`src/rtl/mem_agu_multilane_pkg.sv`:
```
// Shared types for the multi-lane MEM address-generation unit: widths, funct3 encoding,
// the buffered entry format and the byte-lane helper functions.
package mem_agu_multilane_pkg;
  localparam int BRU_BITS = 2;
  localparam int BR_IDX_W = (BRU_BITS > 1) ? $clog2(BRU_BITS) : 1;
  localparam int ROB_W    = 5;
  localparam int LSQ_W    = 3;
  localparam int PREG_W   = 6;

  typedef enum logic [2:0] {
    F3_B  = 3'b000,
    F3_H  = 3'b001,
    F3_W  = 3'b010,
    F3_BU = 3'b100,
    F3_HU = 3'b101
  } load_store_f3_t;

  typedef struct packed {
    logic                valid;
    logic [31:0]         ps1;
    logic [31:0]         ps2;
    logic [31:0]         imm;
    load_store_f3_t      f3;
    logic                is_str;
    logic [ROB_W-1:0]    rob_idx;
    logic [LSQ_W-1:0]    lsq_idx;
    logic [4:0]          rd;
    logic [PREG_W-1:0]   pd;
    logic [BRU_BITS-1:0] br_mask;
  } agu_entry_t;

  // Sub-word masks shift into place and drop bits past byte 3; words always enable all bytes.
  function automatic logic [3:0] agu_wmask(input load_store_f3_t f3, input logic [1:0] a);
    case (f3)
      F3_B, F3_BU: return 4'b0001 << a;
      F3_H, F3_HU: return 4'b0011 << a;
      F3_W:        return 4'b1111;
      default:     return 4'b0000;
    endcase
  endfunction

  function automatic logic [31:0] agu_str_val(input load_store_f3_t f3, input logic [31:0] v);
    case (f3)
      F3_B, F3_BU: return {4{v[7:0]}};
      F3_H, F3_HU: return {2{v[15:0]}};
      default:     return v;
    endcase
  endfunction

  function automatic logic agu_misalign(input load_store_f3_t f3, input logic [1:0] a);
    case (f3)
      F3_H, F3_HU: return a[0];
      F3_W:        return |a;
      default:     return 1'b0;
    endcase
  endfunction
endpackage

```
`src/rtl/mem_agu_multilane_if.sv`:
```
// Issue-port, branch-resolution and LSQ-side bundle; master is the RS/LSQ side, slave the AGU.
interface mem_agu_multilane_if #(parameter int NUM_LANES = 2);
  import mem_agu_multilane_pkg::*;

  logic [NUM_LANES-1:0]               iss_valid;
  logic [NUM_LANES-1:0]               iss_ready;
  logic [NUM_LANES-1:0][31:0]         iss_ps1_v;
  logic [NUM_LANES-1:0][31:0]         iss_ps2_v;
  logic [NUM_LANES-1:0][31:0]         iss_imm;
  logic [NUM_LANES-1:0][2:0]          iss_f3;
  logic [NUM_LANES-1:0]               iss_is_str;
  logic [NUM_LANES-1:0][ROB_W-1:0]    iss_rob_idx;
  logic [NUM_LANES-1:0][LSQ_W-1:0]    iss_lsq_idx;
  logic [NUM_LANES-1:0][4:0]          iss_rd;
  logic [NUM_LANES-1:0][PREG_W-1:0]   iss_pd;
  logic [NUM_LANES-1:0][BRU_BITS-1:0] iss_br_mask;

  logic                               br_valid;
  logic                               br_mispred;
  logic [BR_IDX_W-1:0]                br_idx;

  logic [NUM_LANES-1:0]               lsq_valid;
  logic [NUM_LANES-1:0]               lsq_ready;
  logic [NUM_LANES-1:0][31:0]         lsq_addr;
  logic [NUM_LANES-1:0][3:0]          lsq_wmask;
  logic [NUM_LANES-1:0][31:0]         lsq_str_val;
  logic [NUM_LANES-1:0]               lsq_misalign;
  logic [NUM_LANES-1:0][2:0]          lsq_f3;
  logic [NUM_LANES-1:0]               lsq_is_str;
  logic [NUM_LANES-1:0][ROB_W-1:0]    lsq_rob_idx;
  logic [NUM_LANES-1:0][LSQ_W-1:0]    lsq_lsq_idx;
  logic [NUM_LANES-1:0][4:0]          lsq_rd;
  logic [NUM_LANES-1:0][PREG_W-1:0]   lsq_pd;
  logic [NUM_LANES-1:0][BRU_BITS-1:0] lsq_br_mask;

  modport master (
    output iss_valid, iss_ps1_v, iss_ps2_v, iss_imm, iss_f3, iss_is_str, iss_rob_idx,
           iss_lsq_idx, iss_rd, iss_pd, iss_br_mask, br_valid, br_mispred, br_idx, lsq_ready,
    input  iss_ready, lsq_valid, lsq_addr, lsq_wmask, lsq_str_val, lsq_misalign, lsq_f3,
           lsq_is_str, lsq_rob_idx, lsq_lsq_idx, lsq_rd, lsq_pd, lsq_br_mask
  );

  modport slave (
    input  iss_valid, iss_ps1_v, iss_ps2_v, iss_imm, iss_f3, iss_is_str, iss_rob_idx,
           iss_lsq_idx, iss_rd, iss_pd, iss_br_mask, br_valid, br_mispred, br_idx, lsq_ready,
    output iss_ready, lsq_valid, lsq_addr, lsq_wmask, lsq_str_val, lsq_misalign, lsq_f3,
           lsq_is_str, lsq_rob_idx, lsq_lsq_idx, lsq_rd, lsq_pd, lsq_br_mask
  );
endinterface

```
`src/rtl/mem_agu_multilane_lane.sv`:
```
// One AGU lane: DEPTH-entry FIFO with in-place squash/mask-clear, and address/byte-lane
// formation on the head entry.
module mem_agu_multilane_lane
  import mem_agu_multilane_pkg::*;
#(
  parameter int DEPTH = 2
) (
  input  logic                clk,
  input  logic                rst_n,
  input  logic                iss_valid,
  output logic                iss_ready,
  input  agu_entry_t          iss_ent,
  input  logic                br_valid,
  input  logic                br_mispred,
  input  logic [BR_IDX_W-1:0] br_idx,
  output logic                lsq_valid,
  input  logic                lsq_ready,
  output logic [31:0]         lsq_addr,
  output logic [3:0]          lsq_wmask,
  output logic [31:0]         lsq_str_val,
  output logic                lsq_misalign,
  output logic [2:0]          lsq_f3,
  output logic                lsq_is_str,
  output logic [ROB_W-1:0]    lsq_rob_idx,
  output logic [LSQ_W-1:0]    lsq_lsq_idx,
  output logic [4:0]          lsq_rd,
  output logic [PREG_W-1:0]   lsq_pd,
  output logic [BRU_BITS-1:0] lsq_br_mask
);
  localparam int PTR_W = (DEPTH > 1) ? $clog2(DEPTH) : 1;
  localparam int CNT_W = $clog2(DEPTH + 1);

  agu_entry_t       ent_q [DEPTH];
  agu_entry_t       ent_d [DEPTH];
  logic [PTR_W-1:0] head_q, head_d, tail_q, tail_d;
  logic [CNT_W-1:0] cnt_q, cnt_d;
  agu_entry_t       in_ent, head_ent;
  logic             kill, clr, push, pop, not_empty;

  function automatic logic [PTR_W-1:0] ptr_inc(input logic [PTR_W-1:0] p);
    return (p == PTR_W'(DEPTH - 1)) ? '0 : p + 1'b1;
  endfunction

  always_comb begin
    kill = br_valid & br_mispred;
    clr  = br_valid & ~br_mispred;
    for (int i = 0; i < DEPTH; i++) begin
      ent_d[i] = ent_q[i];
      if (kill && ent_q[i].br_mask[br_idx]) ent_d[i].valid = 1'b0;
      if (clr) ent_d[i].br_mask[br_idx] = 1'b0;
    end
    in_ent       = iss_ent;
    in_ent.valid = iss_ent.valid & ~(kill & iss_ent.br_mask[br_idx]);
    if (clr) in_ent.br_mask[br_idx] = 1'b0;

    // Head is viewed after this cycle's squash/clear so a killed head is never presented.
    head_ent  = ent_d[head_q];
    not_empty = (cnt_q != '0);
    iss_ready = (cnt_q < CNT_W'(DEPTH));
    lsq_valid = not_empty & head_ent.valid;
    pop       = not_empty & (~head_ent.valid | lsq_ready);
    push      = iss_valid & iss_ready & in_ent.valid;

    if (pop)  ent_d[head_q].valid = 1'b0;
    if (push) ent_d[tail_q] = in_ent;
    head_d = pop  ? ptr_inc(head_q) : head_q;
    tail_d = push ? ptr_inc(tail_q) : tail_q;
    cnt_d  = cnt_q + CNT_W'(push) - CNT_W'(pop);
  end

  always_ff @(posedge clk or negedge rst_n) begin
    if (!rst_n) begin
      for (int i = 0; i < DEPTH; i++) ent_q[i] <= '0;
      head_q <= '0;
      tail_q <= '0;
      cnt_q  <= '0;
    end else begin
      ent_q  <= ent_d;
      head_q <= head_d;
      tail_q <= tail_d;
      cnt_q  <= cnt_d;
    end
  end

  always_comb begin
    lsq_addr     = head_ent.ps1 + head_ent.imm;
    lsq_wmask    = agu_wmask(head_ent.f3, lsq_addr[1:0]);
    lsq_str_val  = agu_str_val(head_ent.f3, head_ent.ps2);
    lsq_misalign = agu_misalign(head_ent.f3, lsq_addr[1:0]);
    lsq_f3       = head_ent.f3;
    lsq_is_str   = head_ent.is_str;
    lsq_rob_idx  = head_ent.rob_idx;
    lsq_lsq_idx  = head_ent.lsq_idx;
    lsq_rd       = head_ent.rd;
    lsq_pd       = head_ent.pd;
    lsq_br_mask  = head_ent.br_mask;
  end
endmodule

```
`src/rtl/mem_agu_multilane.sv`:
```
// Multi-lane load/store AGU between the MEM issue ports and the LSQ; one independent lane
// per issue port, branch resolution broadcast to all lanes.
module mem_agu_multilane
  import mem_agu_multilane_pkg::*;
#(
  parameter int NUM_LANES = 2,
  parameter int DEPTH     = 2
) (
  input logic                 clk,
  input logic                 rst_n,
  mem_agu_multilane_if.slave  bus
);
  for (genvar l = 0; l < NUM_LANES; l++) begin : g_lane
    agu_entry_t in_ent;

    always_comb begin
      in_ent         = '0;
      in_ent.valid   = 1'b1;
      in_ent.ps1     = bus.iss_ps1_v[l];
      in_ent.ps2     = bus.iss_ps2_v[l];
      in_ent.imm     = bus.iss_imm[l];
      in_ent.f3      = load_store_f3_t'(bus.iss_f3[l]);
      in_ent.is_str  = bus.iss_is_str[l];
      in_ent.rob_idx = bus.iss_rob_idx[l];
      in_ent.lsq_idx = bus.iss_lsq_idx[l];
      in_ent.rd      = bus.iss_rd[l];
      in_ent.pd      = bus.iss_pd[l];
      in_ent.br_mask = bus.iss_br_mask[l];
    end

    mem_agu_multilane_lane #(.DEPTH(DEPTH)) u_lane (
      .clk          (clk),
      .rst_n        (rst_n),
      .iss_valid    (bus.iss_valid[l]),
      .iss_ready    (bus.iss_ready[l]),
      .iss_ent      (in_ent),
      .br_valid     (bus.br_valid),
      .br_mispred   (bus.br_mispred),
      .br_idx       (bus.br_idx),
      .lsq_valid    (bus.lsq_valid[l]),
      .lsq_ready    (bus.lsq_ready[l]),
      .lsq_addr     (bus.lsq_addr[l]),
      .lsq_wmask    (bus.lsq_wmask[l]),
      .lsq_str_val  (bus.lsq_str_val[l]),
      .lsq_misalign (bus.lsq_misalign[l]),
      .lsq_f3       (bus.lsq_f3[l]),
      .lsq_is_str   (bus.lsq_is_str[l]),
      .lsq_rob_idx  (bus.lsq_rob_idx[l]),
      .lsq_lsq_idx  (bus.lsq_lsq_idx[l]),
      .lsq_rd       (bus.lsq_rd[l]),
      .lsq_pd       (bus.lsq_pd[l]),
      .lsq_br_mask  (bus.lsq_br_mask[l])
    );
  end
endmodule

```
`src/flat_wrapper.sv`:
```
// flat-port wrapper written by rule: the top's interface ports become plain ports
module mem_agu_multilane_flat import mem_agu_multilane_pkg::*;
#(
  parameter int NUM_LANES = 2,
  parameter int DEPTH     = 2
)
  (clk, rst_n, bus_iss_valid, bus_iss_ps1_v, bus_iss_ps2_v, bus_iss_imm, bus_iss_f3, bus_iss_is_str, bus_iss_rob_idx, bus_iss_lsq_idx, bus_iss_rd, bus_iss_pd, bus_iss_br_mask, bus_br_valid, bus_br_mispred, bus_br_idx, bus_lsq_ready, bus_iss_ready, bus_lsq_valid, bus_lsq_addr, bus_lsq_wmask, bus_lsq_str_val, bus_lsq_misalign, bus_lsq_f3, bus_lsq_is_str, bus_lsq_rob_idx, bus_lsq_lsq_idx, bus_lsq_rd, bus_lsq_pd, bus_lsq_br_mask);
  mem_agu_multilane_if #(.NUM_LANES(NUM_LANES)) bus_i ();
  input logic clk;
  input logic rst_n;
  input wire logic [$bits(bus_i.iss_valid)-1:0] bus_iss_valid;
  input wire logic [$bits(bus_i.iss_ps1_v)-1:0] bus_iss_ps1_v;
  input wire logic [$bits(bus_i.iss_ps2_v)-1:0] bus_iss_ps2_v;
  input wire logic [$bits(bus_i.iss_imm)-1:0] bus_iss_imm;
  input wire logic [$bits(bus_i.iss_f3)-1:0] bus_iss_f3;
  input wire logic [$bits(bus_i.iss_is_str)-1:0] bus_iss_is_str;
  input wire logic [$bits(bus_i.iss_rob_idx)-1:0] bus_iss_rob_idx;
  input wire logic [$bits(bus_i.iss_lsq_idx)-1:0] bus_iss_lsq_idx;
  input wire logic [$bits(bus_i.iss_rd)-1:0] bus_iss_rd;
  input wire logic [$bits(bus_i.iss_pd)-1:0] bus_iss_pd;
  input wire logic [$bits(bus_i.iss_br_mask)-1:0] bus_iss_br_mask;
  input wire logic [$bits(bus_i.br_valid)-1:0] bus_br_valid;
  input wire logic [$bits(bus_i.br_mispred)-1:0] bus_br_mispred;
  input wire logic [$bits(bus_i.br_idx)-1:0] bus_br_idx;
  input wire logic [$bits(bus_i.lsq_ready)-1:0] bus_lsq_ready;
  output wire logic [$bits(bus_i.iss_ready)-1:0] bus_iss_ready;
  output wire logic [$bits(bus_i.lsq_valid)-1:0] bus_lsq_valid;
  output wire logic [$bits(bus_i.lsq_addr)-1:0] bus_lsq_addr;
  output wire logic [$bits(bus_i.lsq_wmask)-1:0] bus_lsq_wmask;
  output wire logic [$bits(bus_i.lsq_str_val)-1:0] bus_lsq_str_val;
  output wire logic [$bits(bus_i.lsq_misalign)-1:0] bus_lsq_misalign;
  output wire logic [$bits(bus_i.lsq_f3)-1:0] bus_lsq_f3;
  output wire logic [$bits(bus_i.lsq_is_str)-1:0] bus_lsq_is_str;
  output wire logic [$bits(bus_i.lsq_rob_idx)-1:0] bus_lsq_rob_idx;
  output wire logic [$bits(bus_i.lsq_lsq_idx)-1:0] bus_lsq_lsq_idx;
  output wire logic [$bits(bus_i.lsq_rd)-1:0] bus_lsq_rd;
  output wire logic [$bits(bus_i.lsq_pd)-1:0] bus_lsq_pd;
  output wire logic [$bits(bus_i.lsq_br_mask)-1:0] bus_lsq_br_mask;
  assign bus_i.iss_valid = bus_iss_valid;
  assign bus_i.iss_ps1_v = bus_iss_ps1_v;
  assign bus_i.iss_ps2_v = bus_iss_ps2_v;
  assign bus_i.iss_imm = bus_iss_imm;
  assign bus_i.iss_f3 = bus_iss_f3;
  assign bus_i.iss_is_str = bus_iss_is_str;
  assign bus_i.iss_rob_idx = bus_iss_rob_idx;
  assign bus_i.iss_lsq_idx = bus_iss_lsq_idx;
  assign bus_i.iss_rd = bus_iss_rd;
  assign bus_i.iss_pd = bus_iss_pd;
  assign bus_i.iss_br_mask = bus_iss_br_mask;
  assign bus_i.br_valid = bus_br_valid;
  assign bus_i.br_mispred = bus_br_mispred;
  assign bus_i.br_idx = bus_br_idx;
  assign bus_i.lsq_ready = bus_lsq_ready;
  assign bus_iss_ready = bus_i.iss_ready;
  assign bus_lsq_valid = bus_i.lsq_valid;
  assign bus_lsq_addr = bus_i.lsq_addr;
  assign bus_lsq_wmask = bus_i.lsq_wmask;
  assign bus_lsq_str_val = bus_i.lsq_str_val;
  assign bus_lsq_misalign = bus_i.lsq_misalign;
  assign bus_lsq_f3 = bus_i.lsq_f3;
  assign bus_lsq_is_str = bus_i.lsq_is_str;
  assign bus_lsq_rob_idx = bus_i.lsq_rob_idx;
  assign bus_lsq_lsq_idx = bus_i.lsq_lsq_idx;
  assign bus_lsq_rd = bus_i.lsq_rd;
  assign bus_lsq_pd = bus_i.lsq_pd;
  assign bus_lsq_br_mask = bus_i.lsq_br_mask;
  mem_agu_multilane #(.NUM_LANES(NUM_LANES), .DEPTH(DEPTH)) u_core (.clk(clk), .rst_n(rst_n), .bus(bus_i));
endmodule
```
`config.mk`:
```
export PLATFORM = sky130hd
export DESIGN_NAME = mem_agu_multilane_flat
export DESIGN_NICKNAME = d
export VERILOG_FILES = /design/src/rtl/mem_agu_multilane_pkg.sv /design/src/rtl/mem_agu_multilane_if.sv /design/src/rtl/mem_agu_multilane_lane.sv /design/src/rtl/mem_agu_multilane.sv /design/src/flat_wrapper.sv
export SDC_FILE = /design/constraint.sdc
export NUM_CORES = 1
export LEC_CHECK = 0
export CAP_MARGIN = 20
export CORE_MARGIN = 3
export CORE_UTILIZATION = 54
export DETAILED_ROUTE_END_ITERATION = 10
export GPL_TIMING_DRIVEN = 0
export PLACE_DENSITY = 0.83
export SLEW_MARGIN = 15
export SYNTH_ARGS = -nofsm -noshare
export SYNTH_HDL_FRONTEND = slang
export SYNTH_SLANG_ARGS = --single-unit
export TNS_END_PERCENT = 50
```
`constraint.sdc`:
```
create_clock -name clk -period 5.8 [get_ports clk]
set_input_delay 1.16 -clock clk [delete_from_list [all_inputs] [get_ports clk]]
set_output_delay 1.16 -clock clk [all_outputs]
set_load 0.1 [all_outputs]
```
==> impl_metrics.py, run 1 <==
metrics = {
    "timing": {
        "slew_violations": 0,
        "slew_headroom": 0.279,
        "tns_ns": 0,
        "hold_violations": 0,
        "setup_viol": 0,
        "clock_skew_ns": 0.0364,
        "max_freq_mhz": 174,
        "fin_crit_sh": 0.989,
        "holdWs_ns": 0.469,
        "min_period_ns": 5.74,
        "tightest_slew_ns": 1.08,
        "grt_setup_unrepaired": "yes",
    },
    "hold_path": {
        "hold_path.class": "reg -> reg",
        "holdPathStages": 2,
        "min_from": "u_core.g_lane[1].u_lane.ent_q[126]$_DFFE_PN0P_",
    },
    "layout": {
        "final_area_um2": 32800,
        "finalCoreUtilization": 0.715,
        "final_common_cell": "nand2_1",
        "multiInputGateArea_um2": 12500,
        "fillers": 3313,
        "nNetsFinal": 3335,
        "regArea_um2": 12400,
        "final_cell_mix": "nand2_1, dfrtp_1, mux2_2",
        "synthToLayoutAreaGrowth_pct": 29.5,
        "drive_gt1_frac": 0.211,
    },
    "clocking": {
        "cts.clk_slew.worst_paths_ns": 0.06,
        "htreeDepth": 2,
        "cts_buffers": 52,
        "root_buffer": "clkbuf_16",
        "cts_max_path_buffers": 3,
        "insertion_delay_ns": 0.61,
        "clock_sinks": 496,
        "cts_tree": "built",
    },
    "critical_path": {
        "cp-end-kind": "output pin",
        "r2r_cells": 7,
        "r2r_start": "u_core.g_lane[1].u_lane.cnt_q[1]$_DFF_PN0_",
        "startpoint_type": "flip-flop",
        "cp.required_ns": 4.64,
        "slowest_stage": "clkdlybuf4s15_2",
        "worst-path-stages": 12,
        "worst-setup-path-type": "reg -> out",
        "crit_fanout": 10,
        "crit_buf_inv": 3,
        "worstPathCellList": "clkbuf_16 -> clkbuf_8 -> mux2_2 -> ha_1 -> fa_2 -> a21oi_2 -> nor2_1 -> o31ai_4 -> a31oi_1 -> a311oi_1 -> xnor2_1 -> clkdlybuf4s15_2",
        "cp-startpoint": "u_core.g_lane[0].u_lane.head_q$_DFFE_PN0P_",
        "slowest_delay_ns": 0.59,
        "crit_arrival_ns": 4.58,
        "crit_family": "compound AO/OA/AOI/OAI gates",
    },
    "synth": {
        "synth_xor_area_frac": 0.0225,
        "synth_flop_cell": "dfrtp_1",
        "muxShareOfSynthArea": 0.205,
        "synth-simple-area-share": 0.149,
        "synth-compound-area-share": 0.0711,
        "syn_avg_cell_area_um2": 10.1,
        "synth_area_um2": 25300,
        "synth-seq-area-share": 0.490,
        "ys_warn_count": 0,
        "syn-num-nets": 2835,
        "synth_top_family_by_area": "multiplexers",
        "synth-seq-cells": 496,
        "synthAdderAreaFrac": 0.0342,
        "synthArstFlopShare": 1.00,
        "synth_cell_types": 58,
        "synth_edf_count": 0,
        "syn_inst": 2516,
    },
    "drt": {
        "ant_nets": 0,
        "vias_per_cell": 5.81,
        "drtIter0Drc": 1669,
        "drt_pass1_iterations": 5,
        "wire_per_inst_um": 22.5,
        "vias": 21300,
        "drt_drc_violations_left": 0,
        "wirelength_um": 82800,
    },
    "place": {
        "portBuffers": 441,
        "post_dp_cell_area_um2": 30700,
        "place.gp.congestion": 0.951,
        "hpwlAfterDp_um": 61700,
    },
    "global_route": {
        "antenna_found_initial": 24,
        "grt_pass1_vias": 22200,
        "overflow": 0,
        "grt_max_degree": 100,
        "grt_pass1_wl_um": 126000,
        "grt_usage": 0.325,
    },
    "die": {
        "num_rows": 78,
        "die_w_um": 223,
        "io_pins": 443,
        "die_y_um": 223,
        "start_util": 0.552,
        "die-area_um2": 49500,
        "coreArea_um2": 45900,
    },
    "status": {
        "outcome": "complete, no violations",
    },
    "flow_run": {
        "max_cap_viol_count": 0,
    },
}
registers in the layout (all words and copies together) (netlist names):
signal and flops:
u_core.g_lane.u_lane.ent_q 488, u_core.g_lane.u_lane.cnt_q 4, u_core.g_lane.u_lane.head_q 2, u_core.g_lane.u_lane.tail_q 2
layer usage:
metal / track usage / share of wire
met4: 0.151 / 0.044
met5: 0 / 0.0012
met2: 0.549 / 0.49
met3: 0.0795 / 0.079
met1: 0.394 / 0.38
cell families (layout without fill, tap and decap cells):
| group | after synthesis | in the layout |
|---|---|---|
| simple gates | 951 | 951 |
| flops | 496 | 496 |
| mux | 467 | 467 |
| compound gates | 296 | 296 |
| buf+inv | 173 | 713 |
| fa+ha+maj | 68 | 68 |
| xor+xnor | 65 | 65 |
| other cells | 0 | 16 |
worst register-to-register path: cells and delay by family, from the launching register on:
kind	cells	cell delay, ns
compound gates	2	0.51
flops	1	0.37
simple gates	1	0.22
buf+inv	4	1.51
path summary, 6_finish.rpt:
check	to	slack [ns]
max	bus_lsq_addr[18]	0.06
min	u_core.g_lane[1].u_lane.ent_q[126]$_DFFE_PN0P_	0.47
max reg2reg	u_core.g_lane[1].u_lane.ent_q[243]$_DFF_PN0_	3.02
min reg2reg	u_core.g_lane[1].u_lane.ent_q[126]$_DFFE_PN0P_	0.47
max in group asynchronous	u_core.g_lane[1].u_lane.ent_q[191]$_DFFE_PN0P_	3.66
min in group asynchronous	u_core.g_lane[0].u_lane.ent_q[102]$_DFFE_PN0P_	0.48
synthesized netlist by cell type, types with 6 or more instances:
cell      instances  area (µm²)
o211ai_1          7        52.6
ha_1             66         826
nor2b_1          16         100
a21o_1           28         210
nand2_1         817        3070
nand2b_1         10        62.6
xor2_1           23         201
nor2_1           56         210
o21ai_0         103         515
inv_1            28         105
xnor2_1          42         368
nand3_1          15        75.1
mux2i_1          46         460
clkbuf_1         94         353
mux2_2          421        4740
buf_2            18        90.1
a21oi_1          85         425
buf_1            23        86.3
o22ai_1           6        37.5
nor3_1            8        40.0
dfrtp_1         496       12400
o221ai_1         16         140
o21a_1            6        45.0
o31ai_1           6        45.0
buf_4             8        60.1
cell type report:
| type | instances | share of cell area |
|---|---|---|
| multi-input combinational | 1847 | 0.381 |
| sequential | 496 | 0.379 |
| timing repair buffer | 451 | 0.140 |
| clock buffer | 73 | 0.0471 |
| tap | 600 | 0.0229 |
| buffer | 138 | 0.0193 |
| clock inverter | 21 | 0.00664 |
| inverter | 30 | 0.00343 |
| antenna | 16 | 0.00122 |
per-stage QoR:
stage                     std cells  worst slack, ns
after CTS                      3657          0.00528
after detailed placement       3562            -2.48
after global routing           3668          -0.0436
after floorplan                2516           -0.348
final                          3672           0.0613
after global placement         3557           -17.16
what timing repair did:
action | in CTS | in global routing
endpoints found under the setup margin | 83 | 44
gates resized for setup | 225 | 41
pin swaps | 2 | 5
hold buffers | 0 | 0
setup buffers | 5 | 0
Power of run 1 is left out: the tool's default activity adds up to more than one toggle a clock period on the data nets, which glitch-free logic cannot reach.
==> inputs of run 2 (changes only) <==
Settings changed: CTS_CLUSTER_SIZE set to 10, REMOVE_ABC_BUFFERS set to 1.
==> run 2 against run 1 <==
- clock-buffer cell count is 3 lower
- sequential share of layout area rose by 0.30 points
- first-iteration DRC count shrank 19%
- die area unchanged
- cell area down 0.75%
- utilization fell by 0.53 points
- global-route usage is 4.8 points lower
- highest routed layer unchanged
==> impl_metrics.py, run 2 (synthesized netlist as in run 1, its figures left out) <==
metrics = {
    "timing": {
        "slew_violations": 0,
        "min_period_ns": 5.66,
        "hold_violations": 0,
        "fin_crit_sh": 0.976,
        "tightest_slew_ns": 1.08,
        "clock_skew_ns": 0.0131,
        "slew_headroom": 0.277,
        "max_freq_mhz": 177,
        "setup_viol": 0,
    },
    "layout": {
        "largest_reg_flops": 488,
        "largest_register": "u_core.g_lane.u_lane.ent_q",
        "multiInputGateArea_um2": 12400,
        "largestRegisters": "u_core.g_lane.u_lane.ent_q (488), u_core.g_lane.u_lane.cnt_q (4)",
        "fillers": 3193,
        "nNetsFinal": 3230,
        "regArea_um2": 12400,
        "drive_gt1_frac": 0.204,
        "synthToLayoutAreaGrowth_pct": 28.5,
        "final_cell_mix": "nand2_1, dfrtp_1, mux2_2",
        "final_area_um2": 32500,
        "final_common_cell": "nand2_1",
    },
    "flow_run": {
        "max_cap_viol_count": 0,
    },
    "drt": {
        "vias": 20200,
        "drt_drc_violations_left": 0,
        "wirelength_um": 71300,
        "drtIter0Drc": 1354,
        "ant_nets": 0,
        "wire_per_inst_um": 20.1,
        "vias_per_cell": 5.69,
        "drt_pass1_iterations": 5,
    },
    "die": {
        "num_rows": 78,
        "io_pins": 443,
        "start_util": 0.552,
        "die_y_um": 223,
        "die-area_um2": 49500,
        "die_w_um": 223,
        "coreArea_um2": 45900,
    },
    "clocking": {
        "clock_sinks": 496,
        "insertion_delay_ns": 0.59,
        "cts_buffers": 56,
        "cts_tree": "built",
        "cts_max_path_buffers": 3,
        "root_buffer": "clkbuf_16",
        "htreeDepth": 2,
        "holdBufCountCts": 0,
        "cts.clk_slew.worst_paths_ns": 0.05,
    },
    "critical_path": {
        "crit_arrival_ns": 4.50,
        "cp.required_ns": 4.64,
        "worst-setup-path-type": "reg -> out",
        "cp-end-kind": "output pin",
        "startpoint_type": "flip-flop",
        "crit_fanout": 28,
    },
    "place": {
        "post_dp_cell_area_um2": 30700,
        "hpwlAfterDp_um": 48300,
        "portBuffers": 442,
        "place.gp.congestion": 0.874,
    },
    "global_route": {
        "grt_pass1_vias": 21100,
        "grt_max_degree": 109,
        "overflow": 0,
        "grt_usage": 0.277,
        "antenna_found_initial": 28,
        "grt_pass1_wl_um": 112000,
    },
    "status": {
        "outcome": "complete, no violations",
    },
    "hold_path": {
        "hold_path.class": "reg -> reg",
    },
}
==> run 2: final timing paths <==
kind / from / to / slack [ns] / cells past startpoint
max: u_core.g_lane[1].u_lane.head_q$_DFFE_PN0P_ / bus_lsq_addr[52] / 0.14 / 11
min: u_core.g_lane[1].u_lane.ent_q[213]$_DFFE_PN0P_ / u_core.g_lane[1].u_lane.ent_q[213]$_DFFE_PN0P_ / 0.47 / 2
max reg2reg: u_core.g_lane[1].u_lane.cnt_q[1]$_DFF_PN0_ / u_core.g_lane[1].u_lane.ent_q[12]$_DFFE_PN0P_ / 3.18 / 7
min reg2reg: u_core.g_lane[1].u_lane.ent_q[213]$_DFFE_PN0P_ / u_core.g_lane[1].u_lane.ent_q[213]$_DFFE_PN0P_ / 0.47 / 2
max in group asynchronous: rst_n / u_core.g_lane[0].u_lane.ent_q[175]$_DFFE_PN0P_ / 4.05 / 3
min in group asynchronous: rst_n / u_core.g_lane[0].u_lane.ent_q[11]$_DFFE_PN0P_ / 0.48 / 1
==> run 2: critical path, stage by stage, from the launching register on <==
cell             delay (ns)
dfrtp_4                0.62
buf_16                 0.24
mux2_2                 0.37
ha_1                   0.20
a21o_1                 0.25
a2111o_1               0.37
o21ai_2                0.30
o31a_2                 0.26
nand4_1                0.11
a31oi_1                0.38
xnor2_1                0.18
clkdlybuf4s15_2        0.60
==> run 2: timing repair <==
item                                    4_1_cts  5_1_grt
gates resized for setup                     198       40
cloned                                        2        2
endpoints found under the setup margin       85       55
pin swaps                                     3        4
setup buffers                                 4        2
==> run 2: through the flow <==
| step | cells | util | worst slack [ns] | hold WS [ns] | setup TNS (ns) |
|---|---|---|---|---|---|
| 6_report | 3550 | 0.709 | 0.139 | 0.465 | 0 |
| 5_1_grt | 3545 | 0.709 | -0.0180 | 0.485 | -0.0212 |
| 4_1_cts | 3522 | 0.705 | -0.0113 | 0.464 | -0.0151 |
| 3_5_place_dp | 3444 | 0.669 | -1.54 | 0.458 | -22.19 |
| 3_3_place_gp | 3415 | 0.652 | -17.25 | 0.450 | - |
| 2_1_floorplan | 2373 | - | -3.84 | 0.438 | -245.34 |
==> run 2: routing by layer <==
metal  global-route usage  vias up  wire, µm
li1                     -     9303         -
met1                0.338    10100     28300
met2                0.479      646     36300
met3               0.0546      163      4070
met4                0.120       10      2540
met5                    0        -        69
==> run 2: final cells by class <==
class,count,share of cell area
multi-input cells,1847,0.382
flip-flops and latches,496,0.382
repair buffers,480,0.162
clock buffers,70,0.0459
well taps,600,0.0231
inverters,30,0.00346
diodes,25,0.00192
clock inverters,2,0.000538
Power of run 2 is left out for the same reason.
